### src/rtl/bus_arbiter.sv
// Round-robin sequencer for the shared operand bus mux: one-hot grants, registered select/data/valid,
// one-cycle turnaround between owners. Optional grant-timeout feature: define BUS_ARB_TIMEOUT_EN.
module bus_arbiter #(
    parameter int WIDTH    = 8,
    parameter int MAX_HOLD = 16
) (
    input  logic             clk,
    input  logic             rst,
    input  logic             req1,
    input  logic             req2,
    input  logic [WIDTH-1:0] in1,
    input  logic [WIDTH-1:0] in2,
    input  logic             flush,
    input  logic             fill_ones,
    output logic             gnt1,
    output logic             gnt2,
    output logic [1:0]       sel,
    output logic [WIDTH-1:0] bus_data,
`ifdef BUS_ARB_TIMEOUT_EN
    output logic             timeout,
`endif
    output logic             bus_valid
);

    if (MAX_HOLD < 2 || MAX_HOLD > 255) begin : g_bad_max_hold
        $error("bus_arbiter: MAX_HOLD must lie in 2..255");
    end

    typedef enum logic [1:0] {
        S_IDLE   = 2'd0,
        S_GRANT1 = 2'd1,
        S_GRANT2 = 2'd2,
        S_TURN   = 2'd3
    } state_e;

    localparam logic [1:0] SEL_ZERO = 2'b00;
    localparam logic [1:0] SEL_IN1  = 2'b01;
    localparam logic [1:0] SEL_IN2  = 2'b10;
    localparam logic [1:0] SEL_ONES = 2'b11;

    // last_owner: 0 = requester 1 held the bus last, 1 = requester 2 did.
    state_e           state_q, state_d;
    logic             last_owner_q, last_owner_d;
    logic             gnt1_q, gnt1_d;
    logic             gnt2_q, gnt2_d;
    logic [1:0]       sel_q, sel_d;
    logic [WIDTH-1:0] bus_data_q, bus_data_d;
    logic             bus_valid_q, bus_valid_d;

`ifdef BUS_ARB_TIMEOUT_EN
    localparam logic [7:0] HOLD_LAST = 8'(MAX_HOLD - 1);

    logic [7:0] hold_cnt_q, hold_cnt_d;
    logic       timeout_q, timeout_d;
`endif

    // Tie goes to whoever did not own the bus most recently.
    function automatic state_e arbitrate(input logic r1, input logic r2, input logic last2);
        state_e nxt;
        nxt = S_IDLE;
        if (r1 && r2) begin
            nxt = last2 ? S_GRANT1 : S_GRANT2;
        end else if (r1) begin
            nxt = S_GRANT1;
        end else if (r2) begin
            nxt = S_GRANT2;
        end
        return nxt;
    endfunction

    always_comb begin
        // NOTE: every signal assigned here gets a default first so no path leaves one unassigned and infers a latch.
        state_d      = state_q;
        last_owner_d = last_owner_q;
`ifdef BUS_ARB_TIMEOUT_EN
        timeout_d    = 1'b0;
        hold_cnt_d   = hold_cnt_q;
`endif

        if (flush) begin
            state_d = S_IDLE;
        end else begin
            case (state_q)
                S_IDLE, S_TURN: state_d = arbitrate(req1, req2, last_owner_q);
                S_GRANT1: begin
                    if (!req1) begin
                        state_d      = S_TURN;
                        last_owner_d = 1'b0;
                    end
`ifdef BUS_ARB_TIMEOUT_EN
                    else if (req2 && hold_cnt_q == HOLD_LAST) begin
                        state_d      = S_TURN;
                        last_owner_d = 1'b0;
                        timeout_d    = 1'b1;
                    end
`endif
                end
                S_GRANT2: begin
                    if (!req2) begin
                        state_d      = S_TURN;
                        last_owner_d = 1'b1;
                    end
`ifdef BUS_ARB_TIMEOUT_EN
                    else if (req1 && hold_cnt_q == HOLD_LAST) begin
                        state_d      = S_TURN;
                        last_owner_d = 1'b1;
                        timeout_d    = 1'b1;
                    end
`endif
                end
                default: state_d = S_IDLE;
            endcase
        end

`ifdef BUS_ARB_TIMEOUT_EN
        // An owner change always passes through TURN, so equal grant states mean the same tenure.
        if (state_d == S_GRANT1 || state_d == S_GRANT2) begin
            if (state_d != state_q) begin
                hold_cnt_d = 8'd0;
            end else if (hold_cnt_q != HOLD_LAST) begin
                hold_cnt_d = hold_cnt_q + 8'd1;
            end
        end
`endif
    end

    // Registered outputs are decoded from the next state so gnt, sel and bus_data move together.
    always_comb begin
        gnt1_d      = 1'b0;
        gnt2_d      = 1'b0;
        bus_valid_d = 1'b0;
        sel_d       = SEL_ZERO;

        case (state_d)
            S_GRANT1: begin
                gnt1_d      = 1'b1;
                bus_valid_d = 1'b1;
                sel_d       = SEL_IN1;
            end
            S_GRANT2: begin
                gnt2_d      = 1'b1;
                bus_valid_d = 1'b1;
                sel_d       = SEL_IN2;
            end
            S_IDLE:  sel_d = (fill_ones && !flush) ? SEL_ONES : SEL_ZERO;
            default: sel_d = SEL_ZERO;
        endcase

        case (sel_d)
            SEL_IN1:  bus_data_d = in1;
            SEL_IN2:  bus_data_d = in2;
            SEL_ONES: bus_data_d = '1;
            default:  bus_data_d = '0;
        endcase
    end

    always_ff @(posedge clk) begin
        // NOTE: state registers use non-blocking assignments so every flop samples pre-edge values.
        if (rst) begin
            state_q      <= S_IDLE;
            last_owner_q <= 1'b1;
            gnt1_q       <= 1'b0;
            gnt2_q       <= 1'b0;
            sel_q        <= SEL_ZERO;
            bus_data_q   <= '0;
            bus_valid_q  <= 1'b0;
        end else begin
            state_q      <= state_d;
            last_owner_q <= last_owner_d;
            gnt1_q       <= gnt1_d;
            gnt2_q       <= gnt2_d;
            sel_q        <= sel_d;
            bus_data_q   <= bus_data_d;
            bus_valid_q  <= bus_valid_d;
        end
    end

`ifdef BUS_ARB_TIMEOUT_EN
    always_ff @(posedge clk) begin
        if (rst) begin
            hold_cnt_q <= 8'd0;
            timeout_q  <= 1'b0;
        end else begin
            hold_cnt_q <= hold_cnt_d;
            timeout_q  <= timeout_d;
        end
    end

    assign timeout = timeout_q;
`endif

    assign gnt1      = gnt1_q;
    assign gnt2      = gnt2_q;
    assign sel       = sel_q;
    assign bus_data  = bus_data_q;
    assign bus_valid = bus_valid_q;

endmodule

### config.mk
export PLATFORM = sky130hd
export DESIGN_NAME = bus_arbiter
export DESIGN_NICKNAME = d
export VERILOG_FILES = /design/src/rtl/bus_arbiter.sv
export SDC_FILE = /design/constraint.sdc
export NUM_CORES = 1
export LEC_CHECK = 0
export ABC_CLOCK_PERIOD_IN_PS = 6900
export BUFFER_PORTS_ARGS = -buffer_cell sky130_fd_sc_hd__buf_4
export CAP_MARGIN = 10
export CORE_MARGIN = 2
export CORE_UTILIZATION = 40
export CTS_BUF_LIST = sky130_fd_sc_hd__clkbuf_4 sky130_fd_sc_hd__clkbuf_8
export CTS_CLUSTER_SIZE = 16
export DETAILED_ROUTE_END_ITERATION = 12
export HOLD_SLACK_MARGIN = 0.12
export PLACE_DENSITY = 0.7
export SLEW_MARGIN = 20
export SYNTH_ARGS = -nofsm -noshare
export SYNTH_HDL_FRONTEND = slang
export SYNTH_SLANG_ARGS = --single-unit
### constraint.sdc
create_clock -name clk -period 6.9 [get_ports clk]
set_input_delay 1.035 -clock clk [delete_from_list [all_inputs] [get_ports clk]]
set_output_delay 1.035 -clock clk [all_outputs]
set_load 0.01 [all_outputs]
### Word level (Yosys, flattened, before mapping)

Cells that the tools add are included.

* equal/unequal tests: 10
* bitwise operators: 1
* mux-type cells: 17
* reduce and logical (&&, ||, !) cells: 9

Operators with widths (number)
* one-hot mux 8 bit (3 select lines): 1
* two-way mux 2 bit: 8
* one-hot mux 2 bit (3 select lines): 2
* == test 2 bit (second input constant): 5
* == test 2 x 1 -> 1 bit (second input constant): 3
* two-way mux 1 bit: 5
* zero test 2 bit: 2
* != test 2 bit (second input constant): 2
* AND reduction 4 bit: 1
* OR reduction 2 bit: 2
* logical AND 1 bit: 2
* one-hot mux 1 bit (2 select lines): 1
* nonzero test 2 bit: 1
* zero test 1 bit: 1
* NOT 1 bit: 1

* input bits: 22
* output and inout bits: 13
* register bits: 16

### Longest topological paths before layout

Gate-level depths: netlist (run 1).

* depth after elaboration: 9
* depth in mapped cells: 10
* depth with buffers taken out: 9

### Worst setup path before layout (run 1)

OpenSTA, ideal clock, no wires.

* kind: input port to flip-flop
* start point: input port req2
* end point: register bus_data_q[0] (netlist: bus_data[0])
* data arrival time: 2.449 ns
* setup time: 0.131 ns
* stages on the path: 7
* slack: 4.320 ns
* path buffers: 1
* required time: 6.769 ns
* cells stage by stage: inv_1 -> o21ai_1 -> a221o_2 -> ha_1 -> clkdlybuf4s25_2 -> a221oi_1 -> nor4_1

* longest elaborated chain between the ends: 9
* elaborated cells between the ends (all ways): 15
* classes of those cells: eq/ne (5); mux (8); reduce/logical (2)

RTL lines
* start: declaration: RTL line 10 `input logic req2,`
* two-way mux 2 bit: RTL line 65 `end else if (r2) begin`
* two-way mux 2 bit: RTL line 63 `end else if (r1) begin`
* two-way mux 2 bit: RTL line 61 `if (r1 && r2) begin`
* one-hot mux 2 bit (3 select lines) (*): RTL line 83 `case (state_q)`
* two-way mux 2 bit (*): RTL line 80 `if (flush) begin`
* == test 2 bit (tied with other cells): RTL line 134 `case (state_d)`
* one-hot mux 2 bit (3 select lines) (*): RTL line 134
* == test 2 bit / == test 2 x 1 -> 1 bit (equally long branches): RTL line 149 `case (sel_d)`
* one-hot mux 8 bit (3 select lines) (*): RTL line 149
* end signal: assignment: RTL line 173 `bus_data_q <= bus_data_d;`
* end: declaration: RTL line 47 `logic [WIDTH-1:0] bus_data_q, bus_data_d;`

Mark *: on every way between the ends. The rest lies on a longest branch, timed or not.
A chain may end at the register's enable or synchronous reset.

### Worst setup path in the final report (run 1)

* start point: input port req2
* end point: register bus_data_q[2] (netlist: bus_data[2])

Same word-level chain as after synthesis.

==> results.ini, run 1 <==
[clock_network]
cts_tree=built
cts_hold_buf=0
htree_levels=1
cts_buffers=3
clk_latency_ns=0.29
cts.sinks=16
cts_resized=0
cts.path.max_buffers=2
cts_setup_buffers=0
cts_root_buf=clkbuf_4
clkTransAtPathRegs_ns=0.09

[timing]
worst_pin_slew_ns=0.462
hold_ws_ns=0.555
fin_crit_ns=2.43
drv_slew=0
rsz0062_at_grt=false
finalCritPeriodShare_pct=35.2
final.setup.tns_ns=0
setup_viol_count_final=0
fmax_mhz=411
skew_ns=0.000615
relSlewSlack_pct=69.2
finalHoldViolCount=0

[power_and_ir_drop]
p_clk_share_pct=27.1
pwr-share-seq_pct=45.5
switching_share_pct=27.9
static-leakage-power_nw=0.471
intPower_w=0.000162
ir_drop_v=0.000131
power_density_mw_per_mm2=215
p_sw_w=0.0000630
combPwrFrac_pct=27.4

[routing]
routed_via_density=5.03
dr.first_iter.drc_count=8
drc=0
vias=684
postRouteAntennaNets=0
drtPass1Iterations=4
routed_wl_um=1670
routedWlPerCell_um=12.3

[worst_setup_path]
worstSetupEndpointType=flip-flop
cp_data_required_time_ns=7.09
path_max_fanout=11
critPathKind=input port to flip-flop
cp.arrival_ns=2.62
reg2reg_slack_ns=4.61
cp-start-kind=input port

[logic_synthesis]
synth_nets=106
netlist_instances=77
ys_seq_area_share_pct=42.1
ys_types=20
synthTopCellsByArea=dfxtp_1 (42%), ha_1 (12%), a221oi_1 (9.2%)
syn_area_per_cell_um2=9.88
syn_area_um2=761
yosysTopAreaCellShare_pct=42.1
yosysWarnings=0
synth_area_leader_cell=dfxtp_1
yosys_register_bits=16

[status]
outcome=complete, no violations

[layout]
drive_gt1_share_pct=40.5
nets=141
diodes=0
final_cells=136
syn_to_final_growth_pct=37.5

[floorplanning]
initial_utilization_pct=43.1
core_area_mm2=0.00176
num_rows=15
die_y_um=47.6
ios=35
die_w_um=47.6
die_area_mm2=0.00227

[placed_design]
placedCellCount=132
io_buffers=34
hpwl_um=1280
gp_congestion=0.917

[grt]
grt_pass1_wl_um=2620
grt_max_degree=17
antenna_found_initial=0
grt_usage_pct=17.2
grt_overflow=0
grt_pass1_vias=599

[flow_run]
maxCapViolCount=0

[worst_hold_path]
hold_path.class=flip-flop to flip-flop

==> metal layers <==
metal	up-vias	part of all wire, %	track usage [%]
li1	355	-	-
met4	0	3.1	11.4
met3	5	6.2	5.28
met1	303	43	20.7
met2	21	47	26.5
met5	-	0	0
==> final cells by class <==
class / count / area, um^2
repair buffers: 34 / 255
inverters: 6 / 30.0
fillers: 162 / 718
clock buffers: 4 / 36.3
multi-input cells: 51 / 373
flip-flops and latches: 16 / 320
well taps: 25 / 31.3
==> synth_stat cells <==
library cell / number
a2111oi_0: 2
a21oi_1: 2
a221o_2: 2
a221oi_1: 8
buf_2: 1
clkdlybuf4s25_2: 2
clkinv_4: 1
dfxtp_1: 16
dlymetal6s2s_1: 1
ha_1: 7
inv_1: 4
inv_4: 1
nand2_1: 7
nor2_1: 5
nor2_2: 2
nor2b_1: 3
nor3_4: 1
nor4_1: 8
o21ai_1: 3
o21bai_1: 1
==> placed cells by master (no fill, tap or decap) <==
cell type  instances
a2111oi_0          2
a21oi_1            2
a221o_2            2
a221oi_1           8
buf_4             34
clkbuf_4           3
clkbuf_8           1
clkinv_4           1
dfxtp_1           16
ha_1               7
inv_1              4
inv_4              1
nand2_1            7
nor2_1             5
nor2_2             2
nor2b_1            3
nor3_4             1
nor4_1             8
o21ai_1            3
o21bai_1           1
==> power groups by stage <==
stage	Sequential (W)	Clock, W	Combinational [W]
final	0.000103	0.0000610	0.0000617
after global routing	0.000104	0.0000677	0.0000686
after CTS	0.000103	0.0000631	0.0000618
after detailed placement	0.000105	0	0.0000616
after global placement	0.000105	0	0.0000612
after floorplan	0.000108	0	0.0000349
==> worst paths after layout <==
check	startpoint	endpoint	cells after the start
setup / recovery	req2	bus_data[2]$_SDFF_PP0_	9
hold / removal	last_owner_q$_SDFFE_PP1P_	last_owner_q$_SDFFE_PP1P_	2
setup reg to reg	state_q[0]$_SDFF_PP0_	bus_data[2]$_SDFF_PP0_	9
hold reg to reg	last_owner_q$_SDFFE_PP1P_	last_owner_q$_SDFFE_PP1P_	2
==> flip-flops by register name, indices dropped and copies added, names as in the netlist <==
register,count
gnt2,1
gnt1,1
state_q,2
sel,2
last_owner_q,1
bus_valid,1
bus_data,8
==> per-stage QoR <==
step           setup WS (ns)  util [%]  area [um^2]  total power [W]
3_3_place_gp            4.18      57.2         1010         0.000166
5_1_grt                 4.29      59.3         1050         0.000240
3_5_place_dp            4.17      57.2         1010         0.000166
6_report                4.47      59.3         1050         0.000225
4_1_cts                 4.47      59.3         1050         0.000228
2_1_floorplan           4.32         -          761         0.000143
==> cell families after synthesis <==
| logic type | synth area share [%] |
|---|---|
| compound gates | 18.8 |
| flops | 42.1 |
| simple gates | 18.8 |
| fa+ha+maj | 11.5 |
| buf+inv | 8.88 |
==> worst max-delay path, stage by stage <==
cell and delay, ns:
buf_4 0.09, inv_1 0.04, o21ai_1 0.12, a221o_2 0.30, ha_1 0.18, nand2_1 0.06, nor2_2 0.36, nor3_4 0.11
nor4_1 0.31
(Power assumes the default switching activity.)
==> run 2: changes to the inputs <==
--- a/config.mk
+++ b/config.mk
@@ -5,7 +5,7 @@
 export SDC_FILE = /design/constraint.sdc
 export NUM_CORES = 1
 export LEC_CHECK = 0
-export ABC_CLOCK_PERIOD_IN_PS = 6900
+export ABC_CLOCK_PERIOD_IN_PS = 2250
 export BUFFER_PORTS_ARGS = -buffer_cell sky130_fd_sc_hd__buf_4
 export CAP_MARGIN = 10
 export CORE_MARGIN = 2
==> constraint.sdc (replaced) <==
create_clock -name clk -period 2.25 [get_ports clk]
set_input_delay 0.3375 -clock clk [delete_from_list [all_inputs] [get_ports clk]]
set_output_delay 0.3375 -clock clk [all_outputs]
set_load 0.01 [all_outputs]
==> run 2 against run 1 <==
- count of clock-buffer cells in the layout did not move
- cell area rose by 8.3%
- clock skew rose by 0.0019 ns
- via count rose by 8.9%
- first-iteration DRC count rose by 63%
- global-route usage fell by 0.50 points
- highest routed layer unchanged
==> results.ini, run 2 (synthesized netlist as in run 1, its figures left out) <==
[timing]
worst_pin_slew_ns=0.426  ; -0.0362 ns
finalCritPeriodShare_pct=96.9
drv_slew=0  ; unchanged
rsz0062_at_grt=true
fmax_mhz=459
finalHoldViolCount=0  ; unchanged
relSlewSlack_pct=70.9  ; +1.7 points
hold_ws_ns=0.337  ; -0.218 ns
fin_crit_ns=2.18
setup_viol_count_final=0  ; unchanged
skew_ns=0.00248  ; +0.00186 ns

[layout]
finish.utilization_pct=64.2  ; +4.9 points
drive_gt1_share_pct=47.1  ; +6.5 points
layout_commonest_cell=buf_4
largest_register_ffs=8  ; unchanged
nets=149  ; +5.7%
final_cells=144  ; +5.9%
fin_area_mm2=0.00113  ; +8.3%
layout_common_cells=buf_4 (42), dfxtp_1 (16), nor4_1 (8), nand2_1 (7), a221oi_1 (7)
diodes=0  ; unchanged
syn_to_final_growth_pct=48.8

[floorplanning]
die_w_um=47.6  ; unchanged
core_area_mm2=0.00176  ; unchanged
ios=35  ; unchanged
initial_utilization_pct=43.1  ; unchanged
die_y_um=47.6  ; unchanged
num_rows=15  ; unchanged
die_area_mm2=0.00227  ; unchanged

[clock_network]
cts_root_buf=clkbuf_4
cts_buffers=3  ; unchanged
cts.sinks=16  ; unchanged
cts_tree=built
clk_latency_ns=0.28  ; about the same
cts_hold_buf=0  ; unchanged
htree_levels=1  ; unchanged
clkTransAtPathRegs_ns=0.09  ; about the same
cts.path.max_buffers=2  ; unchanged

[worst_setup_path]
worstSetupEndpointType=flip-flop
cp.arrival_ns=2.37  ; -0.25 ns
regToRegStartpoint=state_q[0]$_SDFF_PP0_
critPathKind=flip-flop to flip-flop
cp-start-kind=flip-flop
path_max_fanout=8  ; -3
cp_data_required_time_ns=2.44  ; -4.65 ns
crit_start=state_q[0]$_SDFF_PP0_

[grt]
grt_pass1_wl_um=2660  ; +1.6%
antenna_found_initial=0  ; unchanged
grt_pass1_vias=639  ; +6.7%
grt_overflow=0  ; unchanged
grt_usage_pct=16.7  ; -0.50 points
grt_max_degree=17  ; unchanged

[routing]
postRouteAntennaNets=0  ; unchanged
dr.first_iter.drc_count=13  ; +5
routed_via_density=5.17  ; +2.9%
routedWlPerCell_um=13.7  ; +11%
drc=0  ; unchanged
routed_wl_um=1970  ; +18%
vias=745  ; +8.9%
drtPass1Iterations=4  ; unchanged

[worst_hold_path]
hold_path.class=input port to flip-flop
worstHoldStart=rst

[placed_design]
io_buffers=34  ; unchanged
place_area_mm2=0.00102  ; +1.5%
gp_congestion=0.907  ; -1.1%
hpwl_um=1430  ; +12%
placedCellCount=134  ; +1.5%

[status]
outcome=complete, no violations

[flow_run]
maxCapViolCount=0  ; unchanged

[power_and_ir_drop]
ir_drop_v=0.000481  ; +270%
static-leakage-power_nw=0.510  ; +8.1%
power_density_mw_per_mm2=645  ; +200%

==> run 2: report_power, final <==
group / internal (W) / total [W] / switching (W)
combinational: 0.000118 / 0.000228 / 0.000111
sequential: 0.000307 / 0.000315 / 0.00000891
clock: 0.0000984 / 0.000186 / 0.0000880
==> run 2: area by class of cell <==
| cell class | instances | area [um^2] |
|---|---|---|
| Fill cell | 146 | 632 |
| Multi-Input combinational cell | 51 | 399 |
| Sequential cell | 16 | 320 |
| Timing Repair Buffer | 42 | 315 |
| Clock buffer | 4 | 36.3 |
| Tap cell | 25 | 31.3 |
| Inverter | 6 | 30.0 |
==> run 2: layer usage <==
metal	vias up	global-route usage [%]	routed length [um]
li1	370	-	-
met1	331	19.9	795
met2	38	28.6	970
met3	6	4.53	155
met4	0	6.49	48
met5	-	0	0
==> run 2: through the flow <==
step,total power (W),setup WS (ns),TNS (ns)
floorplan,0.000438,0.106,0
global placement,0.000515,0.0805,0
detailed placement,0.000519,-0.0146,-0.0146
CTS,0.000712,0.00334,0
global route,0.000768,-0.0466,-0.146
finish,0.000730,0.0708,0
==> run 2: worst paths after layout <==
| path | depth (start not counted) | end | slack, ns |
|---|---|---|---|
| worst min register to register | 2 | last_owner_q$_SDFFE_PP1P_ | 0.55 |
| worst max register to register | 9 | bus_data[2]$_SDFF_PP0_ | 0.07 |
| worst min-delay path | 2 | sel[0]$_SDFF_PP0_ | 0.34 |
| worst max-delay path | 9 | bus_data[2]$_SDFF_PP0_ | 0.07 |
==> run 2: repair_timing <==
item                                    CTS  global route
buffers inserted                          3             3
gates resized for setup                   0             4
pin swaps                                 1             1
endpoints found under the setup margin    2             8
==> run 2: worst max-delay path, cell delays in order (launching register included) <==
cell and delay, ns:
dfxtp_1 0.37, inv_1 0.09, ha_4 0.29, nor2_1 0.05
a221o_2 0.40, buf_4 0.16, clkinv_4 0.06, ha_1 0.33
a221oi_1 0.13, nor4_1 0.19
